**src/rtl/hazard_controller.sv**
```systemverilog
// hazard_controller: stall/flush/bubble sequencing, dmem handshake and load-use detection for the 3-stage core.
module hazard_controller #(
    parameter int MEM_TIMEOUT = 16
) (
    input  logic        clock,
    input  logic        reset,
    input  logic        ex_valid,
    input  logic        ex_is_load,
    input  logic        ex_is_store,
    input  logic [4:0]  ex_rs1,
    input  logic [4:0]  ex_rs2,
    input  logic        ex_use_rs1,
    input  logic        ex_use_rs2,
    input  logic [4:0]  ex_rd,
    input  logic        branch_taken,
    input  logic        dmem_ready,
    output logic        dmem_req,
    output logic        stall,
    output logic        flush,
    output logic        wb_bubble,
    output logic        mem_error,
    output logic [31:0] stall_cycles,
    output logic [31:0] flush_count
);
    typedef enum logic [1:0] {RUN, MEM_WAIT, HALT} state_t;
    localparam logic [7:0] TIMEOUT = 8'(MEM_TIMEOUT);
    state_t state, state_n;
    logic [7:0] wait_cnt;
    logic wb_load_q;
    logic [4:0] wb_rd_q;
    logic lu, memop, stall_i, req_i;
    assign lu = wb_load_q && wb_rd_q != 5'd0 &&
                ((ex_use_rs1 && ex_rs1 == wb_rd_q) || (ex_use_rs2 && ex_rs2 == wb_rd_q));
    assign memop = ex_valid && (ex_is_load || ex_is_store);
    always_comb begin
        state_n = state;
        stall_i = 1'b0;
        req_i = 1'b0;
        case (state)
            RUN: begin
                // A load-use stall withholds the request: its address operand is stale.
                if (lu) begin
                    stall_i = 1'b1;
                end else if (memop) begin
                    req_i = 1'b1;
                    stall_i = !dmem_ready;
                    state_n = dmem_ready ? RUN : MEM_WAIT;
                end
            end
            MEM_WAIT: begin
                req_i = 1'b1;
                stall_i = !dmem_ready;
                state_n = dmem_ready ? RUN : (wait_cnt == TIMEOUT ? HALT : MEM_WAIT);
            end
            default: stall_i = 1'b1;
        endcase
    end
    assign stall = !reset && stall_i;
    assign dmem_req = !reset && req_i;
    assign flush = !reset && branch_taken && ex_valid && !stall_i;
    assign wb_bubble = stall;
    always_ff @(posedge clock) begin
        if (reset) begin
            state <= RUN;
            wait_cnt <= 8'd0;
            wb_load_q <= 1'b0;
            wb_rd_q <= 5'd0;
            mem_error <= 1'b0;
            stall_cycles <= 32'd0;
            flush_count <= 32'd0;
        end else begin
            state <= state_n;
            if (state == RUN && state_n == MEM_WAIT)
                wait_cnt <= 8'd1;
            else if (state == MEM_WAIT && state_n == MEM_WAIT)
                wait_cnt <= wait_cnt + 8'd1;
            if (state == MEM_WAIT && state_n == HALT)
                mem_error <= 1'b1;
            wb_load_q <= stall ? 1'b0 : (ex_valid && ex_is_load);
            wb_rd_q <= stall ? 5'd0 : ex_rd;
            if (stall && stall_cycles != 32'hFFFF_FFFF)
                stall_cycles <= stall_cycles + 32'd1;
            if (flush && flush_count != 32'hFFFF_FFFF)
                flush_count <= flush_count + 32'd1;
        end
    end
endmodule

```
**config.mk**
```make
export PLATFORM = sky130hd
export DESIGN_NAME = hazard_controller
export DESIGN_NICKNAME = d
export VERILOG_FILES = /design/src/rtl/hazard_controller.sv
export SDC_FILE = /design/constraint.sdc
export NUM_CORES = 1
export LEC_CHECK = 0
export CAP_MARGIN = 0
export CORE_MARGIN = 3
export CORE_UTILIZATION = 56
export CTS_BUF_LIST = sky130_fd_sc_hd__clkbuf_8
export CTS_CLUSTER_DIAMETER = 80
export DETAILED_ROUTE_END_ITERATION = 12
export PLACE_DENSITY_LB_ADDON = 0.25
export SLEW_MARGIN = 40
export SYNTH_ARGS = -nofsm -noshare
export SYNTH_HDL_FRONTEND = slang
export SYNTH_SLANG_ARGS = --single-unit
```
**constraint.sdc**
```tcl
create_clock -name clock -period 6.5 [get_ports clock]
set_input_delay 0.65 -clock clock [delete_from_list [all_inputs] [get_ports clock]]
set_output_delay 0.65 -clock clock [all_outputs]
set_load 0.03 [all_outputs]
```
==> results of run 1 <==
[registers in the layout, indices dropped and copies added, names as in the netlist]
| register | cells |
|---|---|
| wb_load_q | 1 |
| stall_cycles | 32 |
| state | 2 |
| mem_error | 1 |
| wb_rd_q | 5 |
| wait_cnt | 8 |
| flush_count | 32 |
[cell usage after synthesis (7+ instances only)]
cell      count
nor2_1       75
o21ai_0      15
clkbuf_1      8
buf_2         8
xnor2_1      33
and4_1        8
inv_1        16
or3_1        11
xor2_1       30
dfxtp_1      81
a21oi_1      10
and2_1        8
nand4_1      29
nand2_1      24
nor4_1        7
nor3_1       21
nand3_1      26
and3_1       16
[power groups by stage]
stage	clock network, mW	logic [mW]	registers, mW
after floorplan	0	0.0382	0.517
after global routing	0.370	0.0699	0.505
final	0.346	0.0646	0.505
after detailed placement	0	0.0645	0.516
after CTS	0.350	0.0649	0.505
after global placement	0	0.0624	0.516
[how the worst max path moves through the flow]
stage	depth (start not counted)	endpoint	from
global route	7	flush	dmem_ready
finish	7	flush	ex_valid
floorplan	6	wb_bubble	ex_rs1[1]
CTS	7	flush	ex_valid
global placement	7	flush	ex_valid
detailed placement	7	flush	ex_valid
[cell usage in the layout (no fill, tap or decap), types with 9 or more instances in the layout]
master	count
nor2_1	75
or3_1	11
clkdlybuf4s50_1	91
xnor2_1	33
o21ai_0	15
clkbuf_8	9
and3_1	16
inv_1	18
nand4_1	29
dfxtp_1	81
nand2_1	23
a21oi_1	10
xor2_1	30
nand3_1	26
nor3_1	21
[cells by family (layout without fill, tap and decap cells)]
kind of cell	Yosys count	in the layout	share of synthesized area (%)
and+or+nand+nor	247	247	32.90
DFF	81	81	40.49
xor gates and xnor gates	63	63	13.78
AOI/OAI and AO/OA	37	37	5.561
buffers and inverters	37	125	4.186
muxes	7	7	1.843
adders and majority gates	4	4	1.250
[per-stage QoR]
| stage | setup WS, ns | cell area [um2] | instances | utilization (%) | hold WS [ns] |
|---|---|---|---|---|---|
| 2_1_floorplan | 3.779 | 4005 | 476 | - | 0.4716 |
| 3_3_place_gp | 2.840 | 4949 | 645 | 72.04 | 0.4553 |
| 3_5_place_dp | 2.746 | 4951 | 645 | 72.08 | 0.4666 |
| 4_1_cts | 2.748 | 5127 | 660 | 74.64 | 0.4869 |
| 5_1_grt | 2.615 | 5127 | 660 | 74.64 | 0.5246 |
| 6_report | 2.735 | 5127 | 660 | 74.64 | 0.4927 |
[routing by layer]
| layer | part of all wire, % | up-vias |
|---|---|---|
| met2 | 47 | 139 |
| met4 | 1.9 | 0 |
| li1 | - | 1810 |
| met1 | 45 | 1727 |
| met5 | 0 | - |
| met3 | 6.2 | 17 |
[critical path, cell delays in order]
cell	delay, ns
clkdlybuf4s50_1	0.48
o21a_1	0.16
o22ai_1	0.30
o221ai_1	0.30
a21oi_2	0.19
buf_4	0.29
clkdlybuf4s50_1	0.73
[area by class of cell]
type	instances	area [um2]	area share (%)
Inverter	16	60.06	1.171
Timing Repair Buffer	94	930.9	18.16
Sequential cell	81	1622	31.63
Clock inverter	6	52.55	1.025
Tap cell	96	120.1	2.343
Multi-Input combinational cell	358	2218	43.27
Clock buffer	9	123.9	2.416
==> impl_metrics.toml, run 1 <==
[sta]
report.final.slew_viol_count = 0
worst_slew_pin_slew_ns = 0.7717
fmaxAchievable_ghz = 0.2656
unrepaired_setup_endpoints_after_global_routing = "false"
hold_violations = 0
post-route-period-util_pct = 57.92
skew_ns = 0.007156
final-setup-viol-count = 0
slew_headroom_pct = 48.55
post-route-min-period_ns = 3.765
finalSetupTns_ns = 0

[floorplanning]
die_h_um = 90.57
rows = 30
die_width_um = 90.57
top_ports = 93
starting_density_pct = 58.31
design.die.area_um2 = 8203
floorplan.core_area_um2 = 6869

[global_routing]
grt_antenna_before_repair = 0
gr_met3_demand_resource_pct = 5.583
grt_use_met1_pct = 29.51
grt_first_pass_wirelength_um = 15970
gr-total-overflow = 0
maximum_number_of_pins_on_one_net_before_global_route_repair = 79
grt.busiest_layer = "met2"
gr-usage-met2_pct = 37.92
grt_use_total_pct = 23.17
first_global_vias = 3440

[worst_hold_path]
worst_hold_path_ep = "mem_error"
worstHoldPathType = "reg2reg"
timing.hold.worst.start = "mem_error"
timing.hold.worst_path_depth = 2

[clocking]
post_cts_resize_count = 0
path_clk_slew_ns = 0.07
cts_max_level = 3
clock_path_buffers = 2
tritoncts = "done"
clock_insertion_delay_worst_skew_ns = 0.35
post-cts-setup-buffer-count = 0
clock-sinks = 81
cts-root-buf = "clkbuf_8"
holdBufCountCts = 0
tritoncts.num_buffers = 9

[drt]
first_pass_iters = 5
first_iter_violations = 177
wirelength_um = 9352
route.detailed.drc = 0
routed_wire_length_per_instance_um = 14.17
drtAntennaViolNets = 0
route.vias.total = 3693
vias_per_cell = 5.595

[synthesis]
synth.avg_cell_area_um2 = 8.414
synth_top_cells_by_area = "dfxtp_1 40%, xnor2_1 7.2%, nor2_1 7.0%"
synthesis.instances = 476
synth_async_sr_flop_share_pct = 0
synth.yosys.seq_area_share_pct = 40.49
yosys_warnings = 0
ys.flop_type = "dfxtp_1"
synth_enable_flop_cells = 0
syn-cell-area_um2 = 4005
number_of_distinct_library_cells_after_synthesis = 48
ys_ff_latch = 81
syn_nets = 504
synthDominantAreaCellType = "dfxtp_1"
synth_largest_type_area_fraction_pct = 40.49

[power]
peakVddDrop_uv = 136.1
power_total_uw = 914.9
power_frac_comb_pct = 7.1
switching_share_pct = 23.47
clock_power_share_pct = 37.8
power.switching_uw = 214.8
powerDensity_nw_per_um2 = 178.4
seqPwrFrac_pct = 55.2
static_leak_nw = 1.776
power.internal_uw = 700.2

[critical_path]
required_ns = 5.85
worstSetupStartpointType = "input pin"
critical_path_class = "in2out"
reg2reg_setup_slack_ns = 3.51
worstRegToRegCells = 8
cp-end-kind = "output port"
critical_path.max_fanout = 29
worstReg2RegEnd = "flush_count[22]"
timing.critical_path.arrival_ns = 3.11
reg2reg_from = "flush_count[1]"

[layout]
syn2layout_area_growth_pct = 28.02
final_layout_size_suffix_gt1_share_pct = 6.028
nNetsFinal = 588
num_antenna_cells = 0
filler_cell_count = 534

[status]
run_status = "finished, final reports clean"

[place]
gpl.final_weighted_congestion = 0.8773
dpl.hpwl_um = 6708
placement.io_buffers = 92

[flow_run]
max_cap_viol_count = 0
(Power assumes the default switching activity.)
==> run 2, diff against run 1 <==
--- a/config.mk
+++ b/config.mk
@@ -7,7 +7,7 @@
 export LEC_CHECK = 0
 export CAP_MARGIN = 0
 export CORE_MARGIN = 3
-export CORE_UTILIZATION = 56
+export CORE_UTILIZATION = 52
 export CTS_BUF_LIST = sky130_fd_sc_hd__clkbuf_8
 export CTS_CLUSTER_DIAMETER = 80
 export DETAILED_ROUTE_END_ITERATION = 12
==> constraint.sdc (replaced) <==
create_clock -name clock -period 3.9 [get_ports clock]
set_input_delay 0.39 -clock clock [delete_from_list [all_inputs] [get_ports clock]]
set_output_delay 0.39 -clock clock [all_outputs]
set_load 0.03 [all_outputs]
==> run 2 against run 1 <==
Compared with the run above: wire length shrank 1.7%; register-to-register slack lost 2.3 ns; final area is essentially flat; sequential share of layout area is essentially flat; critical endpoint unchanged; non-clock buffer count grew 2; sequential power grew 67%; setup slack lost 1.8 ns.
==> impl_metrics.toml, run 2 (synthesized netlist as in run 1, its figures left out) <==
[status]
run_status = "finished, final reports clean"

[sta]
worst_slew_pin_slew_ns = 0.6524
slew_headroom_pct = 56.10
final-setup-viol-count = 0
hold_violations = 0
skew_ns = 0.009220
post-route-period-util_pct = 75.93
finalSetupTns_ns = 0
unrepaired_setup_endpoints_after_global_routing = "false"
fmaxAchievable_ghz = 0.3377
post-route-min-period_ns = 2.961
report.final.slew_viol_count = 0

[global_routing]
first_global_vias = 3427
grt_antenna_before_repair = 0
gr-total-overflow = 0
grt_use_total_pct = 21.79
maximum_number_of_pins_on_one_net_before_global_route_repair = 67
grt_first_pass_wirelength_um = 15570

[layout]
mostFrequentLayoutCell = "clkdlybuf4s50_1"
num_antenna_cells = 0
final_layout_size_suffix_gt1_share_pct = 6.173
biggestRegsByFlops = "flush_count: 32 flops, stall_cycles: 32 flops, wait_cnt: 8 flops"
most-common-layout-cells = "91 x clkdlybuf4s50_1, 81 x dfxtp_1, 75 x nor2_1"
syn2layout_area_growth_pct = 28.15
nNetsFinal = 590
finish.cell_count_without_fillers = 666
filler_cell_count = 624

[place]
dpl.hpwl_um = 6696
dp.cells = 650
placement.io_buffers = 92
gpl.final_weighted_congestion = 0.8343

[power]
powerDensity_nw_per_um2 = 287.9
peakVddDrop_uv = 193.4
power_total_mw = 1.478
static_leak_nw = 1.763

[critical_path]
critical_path.max_fanout = 4
worst_path_max_delay_cell = "clkdlybuf4s50_1"
timing.critical_path.arrival_ns = 2.57
worstSetupStartpointType = "input pin"
cp_common_cell = "clkdlybuf4s50_1"
cp-end-kind = "output port"
crit_path_cell_trace = "clkdlybuf4s50_1 > inv_1 > o22ai_1 > o221ai_1 > a21oi_2 > clkdlybuf4s50_1"
critical_path.n_buffers_inverters = 3
required_ns = 3.51
critical_path.top_delay_family = "buffers and inverters"
critical_path_class = "in2out"
cp_slowest_stage_delay_ns = 0.71

[clocking]
cts_max_level = 3
path_clk_slew_ns = 0.08
post_cts_resize_count = 0
clock_insertion_delay_worst_skew_ns = 0.36
post-cts-setup-buffer-count = 0
tritoncts = "done"
tritoncts.num_buffers = 9
clock-sinks = 81
clock_path_buffers = 2
cts-root-buf = "clkbuf_8"
holdBufCountCts = 0

[floorplanning]
rows = 31
design.die.area_um2 = 8791
top_ports = 93
floorplan.core_area_um2 = 7370
die_h_um = 93.76
starting_density_pct = 54.35
die_width_um = 93.76

[drt]
first_pass_iters = 4
vias_per_cell = 5.470
routed_wire_length_per_instance_um = 13.80
route.detailed.drc = 0
route.vias.total = 3643
drtAntennaViolNets = 0
wirelength_um = 9193
first_iter_violations = 157

[flow_run]
max_cap_viol_count = 0

[worst_hold_path]
worstHoldPathType = "in2reg"
-- run 2: final timing paths --
check,slack (ns),startpoint,endpoint,depth (start not counted)
setup / recovery,0.94,dmem_ready,flush,6
hold / removal,0.37,reset,state[1],2
setup reg to reg,1.19,flush_count[0],flush_count[22],9
hold reg to reg,0.49,mem_error,mem_error,2
-- run 2: layout make-up --
cell class | instances | area [um2] | area share [%]
Clock inverter | 7 | 41.29 | 0.8045
Multi-Input combinational cell | 358 | 2216 | 43.17
Timing Repair Buffer | 96 | 945.9 | 18.43
Inverter | 16 | 60.06 | 1.170
Sequential cell | 81 | 1622 | 31.59
Clock buffer | 9 | 123.9 | 2.413
Tap cell | 99 | 123.9 | 2.413
-- run 2: metal layers --
metal | up-vias | share of wire (%) | global-route usage [%] | wire, um
li1 | 1817 | - | - | -
met3 | 17 | 6.5 | 5.208 | 596
met1 | 1689 | 45 | 28.50 | 4149
met2 | 120 | 46 | 34.48 | 4271
met4 | 0 | 1.9 | 8.785 | 176
met5 | - | 0 | 0 | 0
-- run 2: where the power goes --
part           internal (mW)  switching, mW  total [mW]
Clock                  0.224          0.307       0.531
Sequential             0.833        0.00886       0.842
Combinational         0.0498         0.0554       0.105
Total                   1.11          0.371        1.48
-- run 2: worst reg2reg max path, stage by stage, from the launching register on --
cell	delay, ns
dfxtp_1	0.43
ha_1	0.22
and4_1	0.23
nand4_1	0.26
nor4_4	0.46
nand3_2	0.10
buf_4	0.24
and2_1	0.24
nand3_1	0.10
mux2_2	0.33
-- run 2: stage by stage --
stage               setup WS, ns  hold slack [ns]  util (%)  instance area [um2]
global placement           1.016           0.4574     67.40                 4967
finish                    0.9388           0.3735     69.64                 5132
CTS                       0.9454           0.3697     69.64                 5132
floorplan                  1.331           0.4716         -                 4005
global route              0.8092           0.3837     69.64                 5132
detailed placement        0.9485           0.4675     67.40                 4967
